==> src/rtl/injection_ignition_scheduler_pkg.sv <==
// Shared stroke encodings and default widths for the EFI timing blocks.
package injection_ignition_scheduler_pkg;

  localparam int DEFAULT_TICK_W  = 5;
  localparam int DEFAULT_WIDTH_W = 20;

  typedef enum logic [1:0] {
    STROKE_INTAKE      = 2'b00,
    STROKE_COMPRESSION = 2'b01,
    STROKE_COMBUSTION  = 2'b10,
    STROKE_EXHAUST     = 2'b11
  } stroke_t;

endpackage

==> src/rtl/injection_ignition_scheduler_counter.sv <==
// Loadable down counter; terminal marks the last cycle of a loaded run.
module pulse_down_counter #(
  parameter int WIDTH_W = 20
) (
  input  logic               clk,
  input  logic               reset,
  input  logic               load,
  input  logic               dec,
  input  logic [WIDTH_W-1:0] load_value,
  output logic               terminal
);

  logic [WIDTH_W-1:0] count_reg;

  always_ff @(posedge clk or posedge reset) begin
    if (reset)
      count_reg <= '0;
    else if (load)
      count_reg <= load_value;
    else if (dec && count_reg != '0)
      count_reg <= count_reg - WIDTH_W'(1);
  end

  assign terminal = (count_reg == WIDTH_W'(1));

endmodule

==> src/rtl/injection_ignition_scheduler.sv <==
// Per-cylinder injector pulse and coil dwell/spark placement driven by
// the stroke tracker and crank ticks.
module injection_ignition_scheduler
  import injection_ignition_scheduler_pkg::*;
#(
  parameter int                 TICK_W    = DEFAULT_TICK_W,
  parameter int                 WIDTH_W   = DEFAULT_WIDTH_W,
  parameter logic [WIDTH_W-1:0] MAX_DWELL = 20'd400000
) (
  input  logic               clk,
  input  logic               reset,
  input  logic               on,
  input  logic               crank_tick,
  input  logic [1:0]         stroke,
  input  logic               allow_injection,
  input  logic               allow_ignition,
  input  logic [TICK_W-1:0]  inj_start_tick,
  input  logic [WIDTH_W-1:0] inj_width,
  input  logic [TICK_W-1:0]  dwell_tick,
  input  logic [TICK_W-1:0]  spark_tick,
  output logic               injector_out,
  output logic               coil_out,
  output logic               spark_pulse,
  output logic               inj_overrun,
  output logic               dwell_timeout
);

  typedef enum logic [1:0] {I_IDLE, I_WAIT, I_ON, I_DONE} inj_state_t;
  typedef enum logic [1:0] {G_IDLE, G_WAIT, G_DWELL, G_FIRE} ign_state_t;

  localparam logic [TICK_W-1:0] TICK_MAX = '1;

  logic [1:0]         stroke_q;
  logic [TICK_W-1:0]  tick_idx_reg;
  logic [TICK_W-1:0]  cur_tick;
  logic               entry;
  logic [TICK_W-1:0]  start_latched_reg, dwell_latched_reg, spark_latched_reg;
  logic [WIDTH_W-1:0] width_latched_reg;
  inj_state_t         inj_state_reg, inj_state_next;
  ign_state_t         ign_state_reg, ign_state_next;
  logic               inj_latch, inj_load, inj_terminal, overrun_set;
  logic               ign_latch, dwell_load, dwell_terminal, timeout_set;
  logic               injector_next, coil_next, spark_next, overrun_next, timeout_next;

  assign entry = (stroke != stroke_q);
  // The entry cycle already sees index 0, so a stale count never matches.
  assign cur_tick = entry ? '0 : tick_idx_reg;

  always_ff @(posedge clk or posedge reset) begin
    if (reset) begin
      stroke_q          <= STROKE_INTAKE;
      tick_idx_reg      <= '0;
      start_latched_reg <= '0;
      width_latched_reg <= '0;
      dwell_latched_reg <= '0;
      spark_latched_reg <= '0;
      inj_state_reg     <= I_IDLE;
      ign_state_reg     <= G_IDLE;
    end else begin
      stroke_q      <= stroke;
      inj_state_reg <= inj_state_next;
      ign_state_reg <= ign_state_next;
      if (!on || entry)
        tick_idx_reg <= '0;
      else if (crank_tick && tick_idx_reg != TICK_MAX)
        tick_idx_reg <= tick_idx_reg + TICK_W'(1);
      if (inj_latch) begin
        start_latched_reg <= inj_start_tick;
        width_latched_reg <= inj_width;
      end
      if (ign_latch) begin
        dwell_latched_reg <= dwell_tick;
        spark_latched_reg <= spark_tick;
      end
    end
  end

  always_comb begin
    inj_state_next = inj_state_reg;
    inj_latch      = 1'b0;
    inj_load       = 1'b0;
    overrun_set    = 1'b0;
    if (!on)
      inj_state_next = I_IDLE;
    else if (entry && stroke == STROKE_INTAKE && allow_injection) begin
      inj_state_next = I_WAIT;
      inj_latch      = 1'b1;
    end else begin
      case (inj_state_reg)
        I_WAIT:
          if (stroke != STROKE_INTAKE)
            inj_state_next = I_DONE;
          else if (cur_tick == start_latched_reg) begin
            if (width_latched_reg == '0)
              inj_state_next = I_DONE;
            else begin
              inj_state_next = I_ON;
              inj_load       = 1'b1;
            end
          end
        I_ON:
          if (stroke != STROKE_INTAKE) begin
            inj_state_next = I_DONE;
            overrun_set    = 1'b1;
          end else if (inj_terminal)
            inj_state_next = I_DONE;
        default: ;
      endcase
    end
  end

  always_comb begin
    ign_state_next = ign_state_reg;
    ign_latch      = 1'b0;
    dwell_load     = 1'b0;
    timeout_set    = 1'b0;
    if (!on)
      ign_state_next = G_IDLE;
    else if (entry && stroke == STROKE_COMPRESSION) begin
      ign_state_next = G_WAIT;
      ign_latch      = 1'b1;
    end else begin
      case (ign_state_reg)
        G_WAIT:
          if (stroke == STROKE_EXHAUST)
            ign_state_next = G_IDLE;
          else if (stroke == STROKE_COMPRESSION && cur_tick == dwell_latched_reg) begin
            ign_state_next = G_DWELL;
            dwell_load     = 1'b1;
          end
        G_DWELL:
          if (stroke == STROKE_EXHAUST)
            ign_state_next = G_FIRE;
          else if (stroke == STROKE_COMBUSTION && allow_ignition &&
                   cur_tick == spark_latched_reg)
            ign_state_next = G_FIRE;
          else if (dwell_terminal) begin
            ign_state_next = G_FIRE;
            timeout_set    = 1'b1;
          end
        G_FIRE:
          ign_state_next = G_IDLE;
        default: ;
      endcase
    end
  end

  always_comb begin
    injector_next = (inj_state_next == I_ON);
    coil_next     = (ign_state_next == G_DWELL);
    spark_next    = (ign_state_next == G_FIRE);
    overrun_next  = on && (inj_overrun || overrun_set);
    timeout_next  = on && (dwell_timeout || timeout_set);
  end

  always_ff @(posedge clk or posedge reset) begin
    if (reset) begin
      injector_out  <= 1'b0;
      coil_out      <= 1'b0;
      spark_pulse   <= 1'b0;
      inj_overrun   <= 1'b0;
      dwell_timeout <= 1'b0;
    end else begin
      injector_out  <= injector_next;
      coil_out      <= coil_next;
      spark_pulse   <= spark_next;
      inj_overrun   <= overrun_next;
      dwell_timeout <= timeout_next;
    end
  end

  pulse_down_counter #(.WIDTH_W(WIDTH_W)) u_inj_counter (
    .clk        (clk),
    .reset      (reset),
    .load       (inj_load),
    .dec        (inj_state_reg == I_ON),
    .load_value (width_latched_reg),
    .terminal   (inj_terminal)
  );

  // Loaded with MAX_DWELL-1 so the forced spark lands on dwell cycle MAX_DWELL.
  pulse_down_counter #(.WIDTH_W(WIDTH_W)) u_dwell_counter (
    .clk        (clk),
    .reset      (reset),
    .load       (dwell_load),
    .dec        (ign_state_reg == G_DWELL),
    .load_value (MAX_DWELL - WIDTH_W'(1)),
    .terminal   (dwell_terminal)
  );

endmodule

==> config.mk <==
export PLATFORM = sky130hd
export DESIGN_NAME = injection_ignition_scheduler
export DESIGN_NICKNAME = d
export VERILOG_FILES = /design/src/rtl/injection_ignition_scheduler_pkg.sv /design/src/rtl/injection_ignition_scheduler_counter.sv /design/src/rtl/injection_ignition_scheduler.sv
export SDC_FILE = /design/constraint.sdc
export NUM_CORES = 1
export LEC_CHECK = 0
export ABC_AREA = 1
export BUFFER_PORTS_ARGS = -buffer_cell sky130_fd_sc_hd__buf_2
export CAP_MARGIN = 20
export CORE_UTILIZATION = 25
export CTS_BUF_LIST = sky130_fd_sc_hd__clkbuf_4 sky130_fd_sc_hd__clkbuf_8
export CTS_CLUSTER_SIZE = 25
export DETAILED_ROUTE_END_ITERATION = 7
export PLACE_DENSITY = 0.45
export RECOVER_POWER = 25
export SLEW_MARGIN = 20
export SYNTH_ARGS = -nofsm -noshare
export SYNTH_HDL_FRONTEND = slang
export SYNTH_SLANG_ARGS = --single-unit
==> constraint.sdc <==
create_clock -name clk -period 3.48 [get_ports clk]
set_input_delay 0.522 -clock clk [delete_from_list [all_inputs] [get_ports clk]]
set_output_delay 0.522 -clock clk [all_outputs]
set_load 0.005 [all_outputs]
==> qor_table.md <==
| Result | Value | Unit |
| --- | --- | --- |
| Status | finished, violations left | - |
| Violations in the final reports | max-capacitance violations, max-slew violations | - |
| Power density normalized to cell area | 492 | mW/mm^2 |
| CTS tree | done | - |
| Filler Cells Inserted | 2165 | - |
| Total of max-cap violations | 1 | - |
| Minimum setup slack among reg-to-reg paths | 1.02 | ns |
| Post-CTS setup-driven buffer insertion count | 0 | - |
| Top-level I/O count | 48 | - |
| Area occupied by registers | 0.00228 | sq mm |
| Vias post-DR | 3936 | - |
| Cells after Synth | 614 | - |
| Remaining Overflow, GRT | 0 | - |
| Number of input and output port buffers inserted | 47 | - |
| Startpoint Class | input pin | - |
| Wire length of the first global-routing pass | 20800 | microns |
| Area share of the largest cell type after synthesis | 0.445 | - |
| Post-DP HPWL | 8680 | microns |
| Initial antenna violation count | 0 | - |
| Cell accounting for the most synthesized area | sky130_fd_sc_hd__dfrtp_1 | - |
| Leading cell types by total area after synthesis | sky130_fd_sc_hd__dfrtp_1 45%, sky130_fd_sc_hd__nand2_1 9.3%, sky130_fd_sc_hd__inv_1 6.8% | - |
| Net switching power | 1.03 | mW |
| Yosys warning total | 0 | - |
| Count of antenna-violating nets left after detailed routing | 0 | - |
| First-pass DRT Iterations | 6 | - |
| # resized after CTS | 0 | - |
| 1st-iter DRT viols | 187 | - |
| Crit share post-route | 0.716 | - |
| Area of the core | 0.0198 | sq mm |
| Mapped Nets | 668 | - |
| Count of unresolved DRC violations after routing | 0 | - |
| Met3 track utilization from global routing | 0.0318 | - |
| Seq/Total Area, Yosys | 0.445 | - |
| Floorplan die area | 0.0210 | sq mm |
| Number of CTS-inserted buffers | 9 | - |
| Die height | 145 | microns |
| Main flop type after synthesis | sky130_fd_sc_hd__dfrtp_1 | - |
| Clock insertion delay at the later pin of the skew report | 0.38 | ns |
| Proportion of synthesized flip-flops having asynchronous set or reset | 1.00 | - |
| Number of clock sinks | 91 | - |
| Class of the most critical hold timing path | input pin to flop | - |
| Clock network fraction of total power | 0.241 | - |
| Transition at the pin with the smallest max-transition slack | 2.11 | ns |
| Critical path required time | 3.72 | ns |
| Post-detailed-route via-to-cell ratio | 4.20 | - |
| Nets | 721 | - |
| Worst supply voltage drop on vdd | 0.221 | mV |
| Standby leakage power | 2.63 | nW |
| Cell Int Power | 1.83 | mW |
| Switching fraction of total power | 0.360 | - |
| Synthesized area per cell | 8.33 | sq um |
| Synthesized area | 0.00511 | sq mm |
| CP Data Arrival Time | 2.73 | ns |
| Met2 capacity usage during global routing | 0.193 | - |
| Final Cell Area | 0.00582 | sq mm |
| Pin count of the biggest net entering global routing | 54 | - |
| Crit path time final | 2.49 | ns |
| Reg power frac | 0.479 | - |
| Highest-utilization routing layer at the global route stage | met2 | - |
| Longest Clk Path Bufs | 2 | - |
| Wire length per cell | 12.4 | microns |
| Worst Setup Slack, final | 0.990 | ns |
| Endpoint class of the critical path | flop | - |
| Routing usage on met1 | 0.164 | - |
| Final setup fails | 0 | - |
| Number of enable flip-flop cells after synthesis | 0 | - |
| Diode insertion count for antenna repair | 0 | - |
| Overall power consumption | 2.86 | mW |
| RePlAce Congestion | 0.774 | - |
| Count of final hold-check violations | 0 | - |
| Number of global-route vias before repair | 4145 | - |
| CTS clock-pin slew for the worst setup and hold paths | 0.09 | ns |
| WL final | 11600 | microns |
| Die outline width | 145 | microns |
| Most used standard cell by instance count after synthesis | sky130_fd_sc_hd__nand2_1 | - |
| Post-synth cell types | 42 | - |
| Worst setup path class | input pin to flop | - |
| Seq cells post-synth | 91 | - |
| Highest clock frequency the design can meet | 402 | MHz |
| Max Fanout on Critical Path | 12 | - |
| Layout overhead on the synthesized area | 13.8 | % |
| Relative slew margins | -0.409 | - |
| Clock root buffer | sky130_fd_sc_hd__clkbuf_8 | - |
| Placement-stage worst setup slack | 0.672 | ns |
| Most frequent cells after synthesis | 127 x sky130_fd_sc_hd__nand2_1, 93 x sky130_fd_sc_hd__inv_1, 91 x sky130_fd_sc_hd__dfrtp_1 | - |
| Clock Skews | 0.0177 | ns |
| Share of final-layout standard cells stronger than drive strength 1 | 0.183 | - |
| Std-Cell Rows | 51 | - |
| RSZ-0062 raised after global routing | false | - |
| Total negative slack for setup checks | 0 | ns |
| Instance area at placement | 0.00564 | sq mm |
| Final-report max-slew violation count | 54 | - |
| Combinational group share of total power | 0.280 | - |
| Utilization of the core after routing | 0.294 | - |
| GRT Overall Usage | 0.122 | - |
| Area of the multi-input gates | 0.00238 | sq mm |
| Starting density of the core | 0.259 | - |
| H-Tree Depth | 3 | - |
| Cts-stage hold buffer count | 0 | - |
[power by group through the flow]
stage | sequential, mW | clock, mW | combinational (mW)
after global routing | 1.40 | 0.773 | 0.939
after detailed placement | 1.39 | 0 | 0.818
after floorplan | 1.35 | 0 | 0.636
final | 1.37 | 0.690 | 0.803
after global placement | 1.40 | 0 | 0.817
after CTS | 1.37 | 0.740 | 0.820
[through the flow]
stage	hold slack, ns	cells
2_1_floorplan	0.456	614
3_3_place_gp	0.479	921
3_5_place_dp	0.472	921
4_1_cts	0.257	937
5_1_grt	0.327	937
6_report	0.347	937
[layout make-up]
type,instances,area share
Timing Repair Buffer,54,0.0490
Sequential cell,91,0.391
Clock inverter,5,0.00645
Tap cell,265,0.0570
Clock buffer,11,0.0249
Multi-Input combinational cell,414,0.408
Inverter,97,0.0630
[cells by family (layout without fill, tap and decap cells)]
group                    after synthesis  in the layout  synth area share
AND/OR/NAND/NOR                      282            282             0.252
flip-flops                            91             91             0.445
multiplexers                          10             10            0.0220
adder cells (fa/ha/maj)               11             11            0.0269
AO/OA/AOI/OAI                         83             83             0.113
XOR/XNOR                              28             28            0.0494
buffers and inverters                109            167            0.0913
[critical path, cell delays in order]
cell	delay, ns
sky130_fd_sc_hd__clkbuf_1	0.28
sky130_fd_sc_hd__xnor2_2	0.19
sky130_fd_sc_hd__buf_4	0.21
sky130_fd_sc_hd__nand3_1	0.20
sky130_fd_sc_hd__nand2_1	0.08
sky130_fd_sc_hd__nand2_1	0.06
sky130_fd_sc_hd__nand2_1	0.08
sky130_fd_sc_hd__nor2_4	0.10
sky130_fd_sc_hd__nand4_2	0.41
sky130_fd_sc_hd__buf_4	0.35
sky130_fd_sc_hd__o311ai_0	0.11
sky130_fd_sc_hd__o211ai_2	0.12
[metal layers]
layer	vias up	share of wire
met1	1805	0.50
met5	-	0
li1	2077	-
met4	0	0.0093
met3	8	0.030
met2	46	0.46
[cell usage in the layout (no fill, tap or decap), types with 2 or more instances in the layout]
| cell | instances |
|---|---|
| sky130_fd_sc_hd__nand2_1 | 127 |
| sky130_fd_sc_hd__nor3_1 | 11 |
| sky130_fd_sc_hd__o311ai_0 | 2 |
| sky130_fd_sc_hd__o221ai_2 | 7 |
| sky130_fd_sc_hd__buf_2 | 45 |
| sky130_fd_sc_hd__o21ai_2 | 4 |
| sky130_fd_sc_hd__or2_2 | 3 |
| sky130_fd_sc_hd__o21a_1 | 3 |
| sky130_fd_sc_hd__xnor2_1 | 10 |
| sky130_fd_sc_hd__clkinvlp_4 | 2 |
| sky130_fd_sc_hd__mux2_2 | 10 |
| sky130_fd_sc_hd__dfrtp_1 | 91 |
| sky130_fd_sc_hd__clkbuf_8 | 10 |
| sky130_fd_sc_hd__o211ai_2 | 6 |
| sky130_fd_sc_hd__nand3_1 | 31 |
| sky130_fd_sc_hd__a21oi_2 | 2 |
| sky130_fd_sc_hd__nor2_1 | 70 |
| sky130_fd_sc_hd__nand4_1 | 19 |
| sky130_fd_sc_hd__nand2_2 | 5 |
| sky130_fd_sc_hd__ha_1 | 11 |
| sky130_fd_sc_hd__clkbuf_1 | 2 |
| sky130_fd_sc_hd__xor2_1 | 17 |
| sky130_fd_sc_hd__nor2_4 | 4 |
| sky130_fd_sc_hd__o21ai_0 | 37 |
| sky130_fd_sc_hd__or2_1 | 2 |
| sky130_fd_sc_hd__nand3_2 | 4 |
| sky130_fd_sc_hd__inv_2 | 3 |
| sky130_fd_sc_hd__a21oi_1 | 17 |
| sky130_fd_sc_hd__inv_1 | 93 |
| sky130_fd_sc_hd__buf_4 | 7 |
[final timing paths]
| kind | depth (start not counted) | end | startpoint |
|---|---|---|---|
| worst max-delay path | 12 | u_inj_counter.count_reg[9]$_DFFE_PP0P_ | stroke[0] |
| worst min register to register | 2 | u_dwell_counter.count_reg[18]$_DFFE_PP0P_ | u_dwell_counter.count_reg[18]$_DFFE_PP0P_ |
| worst min-delay path | 3 | width_latched_reg[13]$_DFFE_PP0P_ | inj_width[13] |
| max in group asynchronous | 3 | width_latched_reg[3]$_DFFE_PP0P_ | reset |
| min in group asynchronous | 2 | u_inj_counter.count_reg[17]$_DFFE_PP0P_ | reset |
| worst max register to register | 11 | u_inj_counter.count_reg[9]$_DFFE_PP0P_ | stroke_q[0]$_DFF_PP0_ |
(Power assumes the default switching activity.)
